===== config.mk =====
export PLATFORM = sky130hd
export DESIGN_NAME = hrm_iobox
export DESIGN_NICKNAME = d
export VERILOG_FILES = /design/src/rtl/hrm_iobox.sv
export SDC_FILE = /design/constraint.sdc
export NUM_CORES = 1
export LEC_CHECK = 0
export CAP_MARGIN = 0
export CORE_AREA = 2 2 214 216
export CTS_CLUSTER_SIZE = 20
export DETAILED_ROUTE_END_ITERATION = 8
export DIE_AREA = 0 0 216 218
export GPL_ROUTABILITY_DRIVEN = 0
export GPL_TIMING_DRIVEN = 0
export PLACE_DENSITY_LB_ADDON = 0.2
export SLEW_MARGIN = 5
export SYNTH_ARGS = -nofsm -noshare
export SYNTH_HDL_FRONTEND = slang
export SYNTH_SLANG_ARGS = --single-unit

===== constraint.sdc =====
create_clock -name clk -period 4.2 [get_ports clk]
set_input_delay 0.84 -clock clk [delete_from_list [all_inputs] [get_ports clk]]
set_output_delay 0.84 -clock clk [all_outputs]
set_load 0.05 [all_outputs]

===== src/rtl/hrm_iobox.sv =====
// Multi-channel first-word-fall-through FIFO box with a combinational dump port.
// Define HRM_IOBOX_FILL_EN to drive o_fill with the occupancy of i_rd_ch.
module hrm_iobox #(
  parameter int unsigned WIDTH  = 8,
  parameter int unsigned LGFLEN = 5,
  parameter int unsigned NCH    = 2,
  localparam int unsigned CHW   = (NCH > 1) ? $clog2(NCH) : 1
) (
  input  logic              clk,
  input  logic              i_rst_n,
  input  logic              i_clr,
  input  logic              i_wr,
  input  logic [CHW-1:0]    i_wr_ch,
  input  logic [WIDTH-1:0]  i_data,
  input  logic              i_rd,
  input  logic [CHW-1:0]    i_rd_ch,
  output logic [WIDTH-1:0]  o_data,
  output logic [NCH-1:0]    o_empty_n,
  output logic [NCH-1:0]    o_full,
  output logic [NCH-1:0]    o_err,
  output logic [LGFLEN:0]   o_fill,
  input  logic [CHW-1:0]    i_dmp_ch,
  input  logic [LGFLEN-1:0] i_dmp_pos,
  output logic [WIDTH-1:0]  o_dmp_data,
  output logic              o_dmp_valid
);

  localparam int unsigned DEPTH = 2 ** LGFLEN;
  localparam int unsigned CW    = LGFLEN + 1;

  logic [WIDTH-1:0]  mem_q   [NCH][DEPTH];
  logic [LGFLEN-1:0] rdptr_q [NCH];
  logic [LGFLEN-1:0] rdptr_d [NCH];
  logic [LGFLEN-1:0] wrptr_q [NCH];
  logic [LGFLEN-1:0] wrptr_d [NCH];
  logic [CW-1:0]     cnt_q   [NCH];
  logic [CW-1:0]     cnt_d   [NCH];
  logic [NCH-1:0]    err_q, err_d;
  logic [NCH-1:0]    push_c, pop_c, wr_ok_c, rd_ok_c;

  // Per-channel pointer/count update; a pop on a full channel frees the slot for a same-cycle push.
  always_comb begin
    rdptr_d = rdptr_q;
    wrptr_d = wrptr_q;
    cnt_d   = cnt_q;
    err_d   = err_q;
    push_c  = '0;
    pop_c   = '0;
    wr_ok_c = '0;
    rd_ok_c = '0;
    for (int unsigned c = 0; c < NCH; c++) begin
      push_c[c]  = i_wr && (i_wr_ch == CHW'(c));
      pop_c[c]   = i_rd && (i_rd_ch == CHW'(c));
      rd_ok_c[c] = pop_c[c] && (cnt_q[c] != '0);
      wr_ok_c[c] = push_c[c] && ((cnt_q[c] != CW'(DEPTH)) || rd_ok_c[c]);
      if (i_clr) begin
        rdptr_d[c] = '0;
        wrptr_d[c] = '0;
        cnt_d[c]   = '0;
        err_d[c]   = 1'b0;
      end else begin
        if (wr_ok_c[c]) wrptr_d[c] = wrptr_q[c] + LGFLEN'(1);
        if (rd_ok_c[c]) rdptr_d[c] = rdptr_q[c] + LGFLEN'(1);
        cnt_d[c] = cnt_q[c] + CW'(wr_ok_c[c]) - CW'(rd_ok_c[c]);
        if ((pop_c[c] && !rd_ok_c[c]) || (push_c[c] && !wr_ok_c[c])) err_d[c] = 1'b1;
      end
    end
  end

  always_ff @(posedge clk or negedge i_rst_n) begin
    if (!i_rst_n) begin
      for (int unsigned c = 0; c < NCH; c++) begin
        rdptr_q[c] <= '0;
        wrptr_q[c] <= '0;
        cnt_q[c]   <= '0;
      end
      err_q <= '0;
    end else begin
      rdptr_q <= rdptr_d;
      wrptr_q <= wrptr_d;
      cnt_q   <= cnt_d;
      err_q   <= err_d;
    end
  end

  // Storage is deliberately left without reset.
  always_ff @(posedge clk) begin
    for (int unsigned c = 0; c < NCH; c++) begin
      if (wr_ok_c[c] && !i_clr) mem_q[c][wrptr_q[c]] <= i_data;
    end
  end

  // Head, flags and dump view, all decoded from registered state.
  always_comb begin
    o_data      = '0;
    o_dmp_data  = '0;
    o_dmp_valid = 1'b0;
    o_empty_n   = '0;
    o_full      = '0;
    for (int unsigned c = 0; c < NCH; c++) begin
      o_empty_n[c] = (cnt_q[c] != '0);
      o_full[c]    = (cnt_q[c] == CW'(DEPTH));
      if ((i_rd_ch == CHW'(c)) && (cnt_q[c] != '0)) o_data = mem_q[c][rdptr_q[c]];
      if ((i_dmp_ch == CHW'(c)) && ({1'b0, i_dmp_pos} < cnt_q[c])) begin
        o_dmp_valid = 1'b1;
        o_dmp_data  = mem_q[c][LGFLEN'(rdptr_q[c] + i_dmp_pos)];
      end
    end
  end

  assign o_err = err_q;

`ifdef HRM_IOBOX_FILL_EN
  always_comb begin
    o_fill = '0;
    for (int unsigned c = 0; c < NCH; c++) begin
      if (i_rd_ch == CHW'(c)) o_fill = cnt_q[c];
    end
  end
`else
  assign o_fill = '0;
`endif

endmodule


# After elaboration in Yosys (flattened, before gate mapping)
# Memory sizes are Yosys's and may differ from the RTL's.
# Index checks and enable logic that the tools add are counted.
# W data, S select, Z words.
word_totals:
  register_bits: 34
  latchBits: 0
  mem_bits_rw: 512
  romBits: 0
  elab_cells: 123
  n_memories: 1
mem_list:
  columns: ["name", "words", "word_bits", "read_ports", "rd_clocked_by_memory_dff", "write_ports", "line", "rtl"]
  rows:
  - ["mem_q", 2, 256, 2, 0, 1, "31", "logic [WIDTH-1:0] mem_q [NCH][DEPTH];"]
op_classes:
  addsub: 10
  multipliers: 0
  div: 0
  order_cmp: 10
  eq_ne: 4
  shifts: 0
  muxes: 43
  bitwise: 9
  n_reduce_logical: 38
op_table:
  columns: ["op", "count"]
  rows:
  - ["$mux W256", 4]
  - ["$reduce_or A256 Y1", 1]
  - ["$bmux W8 S5", 4]
  - ["$mux W8", 14]
  - ["$demux W8 S5", 2]
  - ["$mux W5", 8]
  - ["$ge A6 B6 Y1 const B", 6]
  - ["$not A5 Y6", 6]
  - ["$add A5 B1 Y5 const B", 4]
  - ["$logic_and A1 B1 Y1", 20]
  - ["$add A6 B1 Y6", 2]
  - ["$eq A6 B6 Y1 const B", 2]
  - ["$lt A5 B6 Y1", 2]
  - ["$lt A6 B1 Y1 const B", 2]
  - ["$mux W6", 2]
  - ["$ne A6 B6 Y1 const B", 2]
  - ["$reduce_bool A2 Y1", 6]
  - ["$reduce_bool A6 Y1", 2]
  - ["$sub A6 B1 Y6", 2]
  - ["$add A5 B5 Y5", 2]
  - ["$mux W1", 9]
  - ["$logic_not A1 Y1", 5]
  - ["$logic_or A1 B1 Y1", 4]
  - ["$not A1 Y1", 3]

# Depth between registers and ports, before layout
logic_depth:
  depth_word: 10
  depth_mapped: 15

# Worst setup path after synthesis
# No wires, ideal clock.
synth_path:
  path_type: "input to output"
  startpoint: "input i_dmp_pos[0]"
  endpoint: "output o_dmp_data[4]"
  arrival_ns: 3.371
  required_ns: 3.360
  setup_slack_ns: -0.011
  stages: 9
  path_cell_list: "ha_1 > fa_1 > clkbuf_1 > clkbuf_1 > mux4_2 > o21ai_0 > a2111oi_0 > nor4_1 > nand3_1"
synth_between:
  elab_chain_len: 7
  elab_cells_between_ends: 16
synth_lines:
  columns: ["element", "line", "rtl"]
  rows:
  - ["start: declaration", "23", "input logic [LGFLEN-1:0] i_dmp_pos,"]
  - ["$add A5 B5 Y5", "106", "o_dmp_data = mem_q[c][LGFLEN'(rdptr_q[c] + i_dmp_pos)];"]
  - ["$not A5 Y6 (not written as such)", "106", null]
  - ["$bmux W8 S5", "106", null]
  - ["$mux W8 (not written as such) (2 in series)", "106", null]
  - ["$mux W8", "104", "if ((i_dmp_ch == CHW'(c)) && ({1'b0, i_dmp_pos} < cnt_q[c])) begin"]
  - ["$mux W8 *", "104", null]
  - ["end: declaration", "24", "output logic [WIDTH-1:0] o_dmp_data,"]
# Every way passes the cells marked *; elsewhere a longest branch is shown, timed or not. The select of a mux whose other input is x is not followed.

# Worst setup path after layout
layout_path:
  startpoint: "input i_dmp_pos[2]"
  endpoint: "output o_dmp_data[5]"
# Same word-level chain as after synthesis.

==> out/metrics.yaml <==
status: "complete, but fails checks"
failed_checks: "setup timing"
critPathSlowestCell: "a2111oi_4"
start_util: 0.594
power_mw: 16.2
ys.flop_type: "edfxtp_1"
drc: 0
async_flop_share: 0.0623
place_inst: 2181
syn_inst: 1527
critPathRequiredTime_ns: 3.36
synth_top_family_by_area: "multiplexers"
io_pins: 50
setup-violations-final: 16
r2r_start: "cnt_q[11]"
synthMuxAreaShare: 0.244
synth_area_mm2: 0.0267
post_dp_cell_area_mm2: 0.0280
reg2reg_depth: 9
fillers: 2653
clkLatencyLatePin_ns: 0.63
grt_pass1_vias: 16700
layout-drive-gt1-share: 0.381
die_w_um: 216
cts_hold_buf: 0
cp-start-kind: "primary input"
critPathKind: "in -> out"
fin_cells: 2320
diodes: 0
synth_edf_count: 512
synth_fa_ha_area_frac: 0.0232
slowest_delay_ns: 0.58
synthXorXnorAreaFrac: 0.0118
rsz0062_at_grt: "yes"
path_buf_inv: 5
overflow: 0
fin_ws_ns: -0.499
hold_viol: 0
maxCapViolations: 0
seq_area_frac_synth: 0.608
fin_nets: 1741
ys_ff_latch: 546
arrival_ns: 3.86
irDropWorstVdd_mv: 0.320
die_h_um: 218
fmax_mhz: 213
portBuffers: 41
ys_types: 45
drv_slew: 0
cts_buffer_depth: 3
cts_tree: "yes"
leakage_nw: 10.3
clk_pin_slew_ns: 0.06
h-tree-depth: 2
num_vias: 17000
grt.total_usage: 0.334
dieArea_mm2: 0.0471
maxSlewHeadroom: 0.0270
postLayoutCellArea_mm2: 0.0319
r2r_slack_ns: 0.33
r2r-end: "mem_q[0][50]"
fin_crit_sh: 1.12
syn_to_final_growth_pct: 19.7
endpoint_kind: "output port"
clock-sinks: 546
synth-simple-area-share: 0.0592
worstMarginPinSlew_ns: 1.45
crit_family: "simple AND/OR/NAND/NOR gates"
coreArea_mm2: 0.0449
hold_class: "in -> async"
wl_per_cell_um: 34.1
min_period_ns: 4.70
drt-pass1-iter-count: 6
fin_skew_ns: 0.0195
drt_iter0_markers: 2630
antenna_found_initial: 0
clock-root-buffer: "clkbuf_16"
pwr_density_cell_mw_per_mm2: 507
core.rowCount: 78
yosys_warnings: 0
synth_area_per_cell_um2: 17.5
routed_via_density: 7.33
cp_max_fo: 10
drt_wl_total_um: 79200
grt_max_degree: 45
numCtsBuffers: 55
dpl.hpwl_um: 50500
crit_path_cell_trace: "clkdlybuf4s15_2 -> ha_1 -> buf_4 -> and3_2 -> nor3_4 -> buf_6 -> buf_4 -> o21ai_4 -> a2111oi_4 -> nor4_4 -> nand3_2 -> buf_6"
synth_compound_area_frac: 0.0299
ant_nets: 0
grt_pass1_wl_um: 112000
==> area by class of cell <==
| type | count | area, um2 | area share |
|---|---|---|---|
| Clock buffer | 63 | 1410 | 0.0440 |
| Tap cell | 600 | 751 | 0.0235 |
| Sequential cell | 546 | 16200 | 0.508 |
| Buffer | 107 | 918 | 0.0288 |
| Clock inverter | 41 | 440 | 0.0138 |
| Multi-Input combinational cell | 838 | 11100 | 0.347 |
| Timing Repair Buffer | 88 | 981 | 0.0307 |
| Inverter | 37 | 139 | 0.00435 |
==> synth_stat cells, drive strengths merged (7+ instances only) <==
cell	instances	share of area
dfrtp	34	0.032
nand2	86	0.012
nand3b	7	0.0020
inv	37	0.0052
edfxtp	512	0.58
a21oi	24	0.0046
buf	43	0.0091
xor2	19	0.0062
nand3	95	0.018
xnor2	17	0.0056
a2111oi	32	0.011
nand4	8	0.0019
o221ai	8	0.0026
nor4	8	0.0019
nor2b	14	0.0033
ha	43	0.020
o21ai	33	0.0062
a21o	9	0.0025
mux4	288	0.24
clkbuf	68	0.0096
nor2	105	0.015
==> metal layers <==
layer / vias to the layer above / part of all wire / track usage
met4: 0 / 0.046 / 0.123
met5: - / 0 / 0
met3: 267 / 0.14 / 0.0987
met2: 1346 / 0.46 / 0.503
li1: 6600 / - / -
met1: 8790 / 0.36 / 0.472
==> cell usage in the layout (no fill, tap or decap), types with 16 or more instances in the layout <==
cell type | Yosys | final
nand3_2 | 0 | 19
nand2_1 | 86 | 86
clkbuf_16 | 0 | 62
a2111oi_4 | 0 | 24
dfrtp_1 | 34 | 32
xor2_1 | 19 | 17
nand3_1 | 95 | 75
nor2_1 | 105 | 105
mux4_2 | 288 | 288
clkbuf_1 | 68 | 31
o21ai_2 | 0 | 16
ha_1 | 43 | 40
edfxtp_1 | 512 | 512
inv_1 | 37 | 37
clkbuf_4 | 0 | 16
buf_4 | 7 | 38
buf_2 | 25 | 20
buf_6 | 3 | 31
buf_12 | 0 | 19
==> worst max-delay path by stage <==
| stage | slack, ns | endpoint | depth (start not counted) | start |
|---|---|---|---|---|
| floorplan | 0.05 | o_dmp_data[4] | 9 | i_dmp_pos[0] |
| global placement | -2.59 | o_dmp_data[3] | 11 | i_dmp_pos[0] |
| detailed placement | -2.61 | o_dmp_data[0] | 11 | i_dmp_pos[0] |
| CTS | -0.18 | o_dmp_data[5] | 10 | rdptr_q[0] |
| global route | -0.48 | o_dmp_data[5] | 12 | i_dmp_pos[2] |
| finish | -0.50 | o_dmp_data[5] | 12 | i_dmp_pos[2] |
==> through the flow <==
step,util,setup TNS [ns],setup slack [ns],hold WS [ns]
after detailed placement,0.624,-28.83,-2.61,0.495
after global placement,0.621,-28.27,-2.59,0.486
final,0.711,-3.51,-0.499,0.304
after CTS,0.698,-1.35,-0.183,0.319
after floorplan,-,0,0.0533,0.544
after global routing,0.711,-3.58,-0.475,0.354
==> kinds of logic after synthesis <==
kind of cell	count (synthesis)
other	1
and+or+nand+nor	341
DFF	546
AOI/OAI and AO/OA	118
adders and majority gates	47
muxes	290
xor gates and xnor gates	36
buffers and inverters	148
==> state kept, by name, summed over array words and instances (netlist names) <==
signal	flops
mem_q	512
cnt_q	12
rdptr_q	10
wrptr_q	10
o_err	2
==> repair_timing <==
action / in CTS / in global routing
gates cloned: 2 / 3
pin swaps: 40 / 19
endpoints found under the setup margin: 17 / 16
resized for setup: 425 / 109
setup buffers: 15 / 20
==> report_power, final <==
group          switching [mW]  internal (mW)
combinational            2.82           2.16
sequential             0.0576           6.02
clock                    2.18           2.96
(Power assumes the default switching activity.)
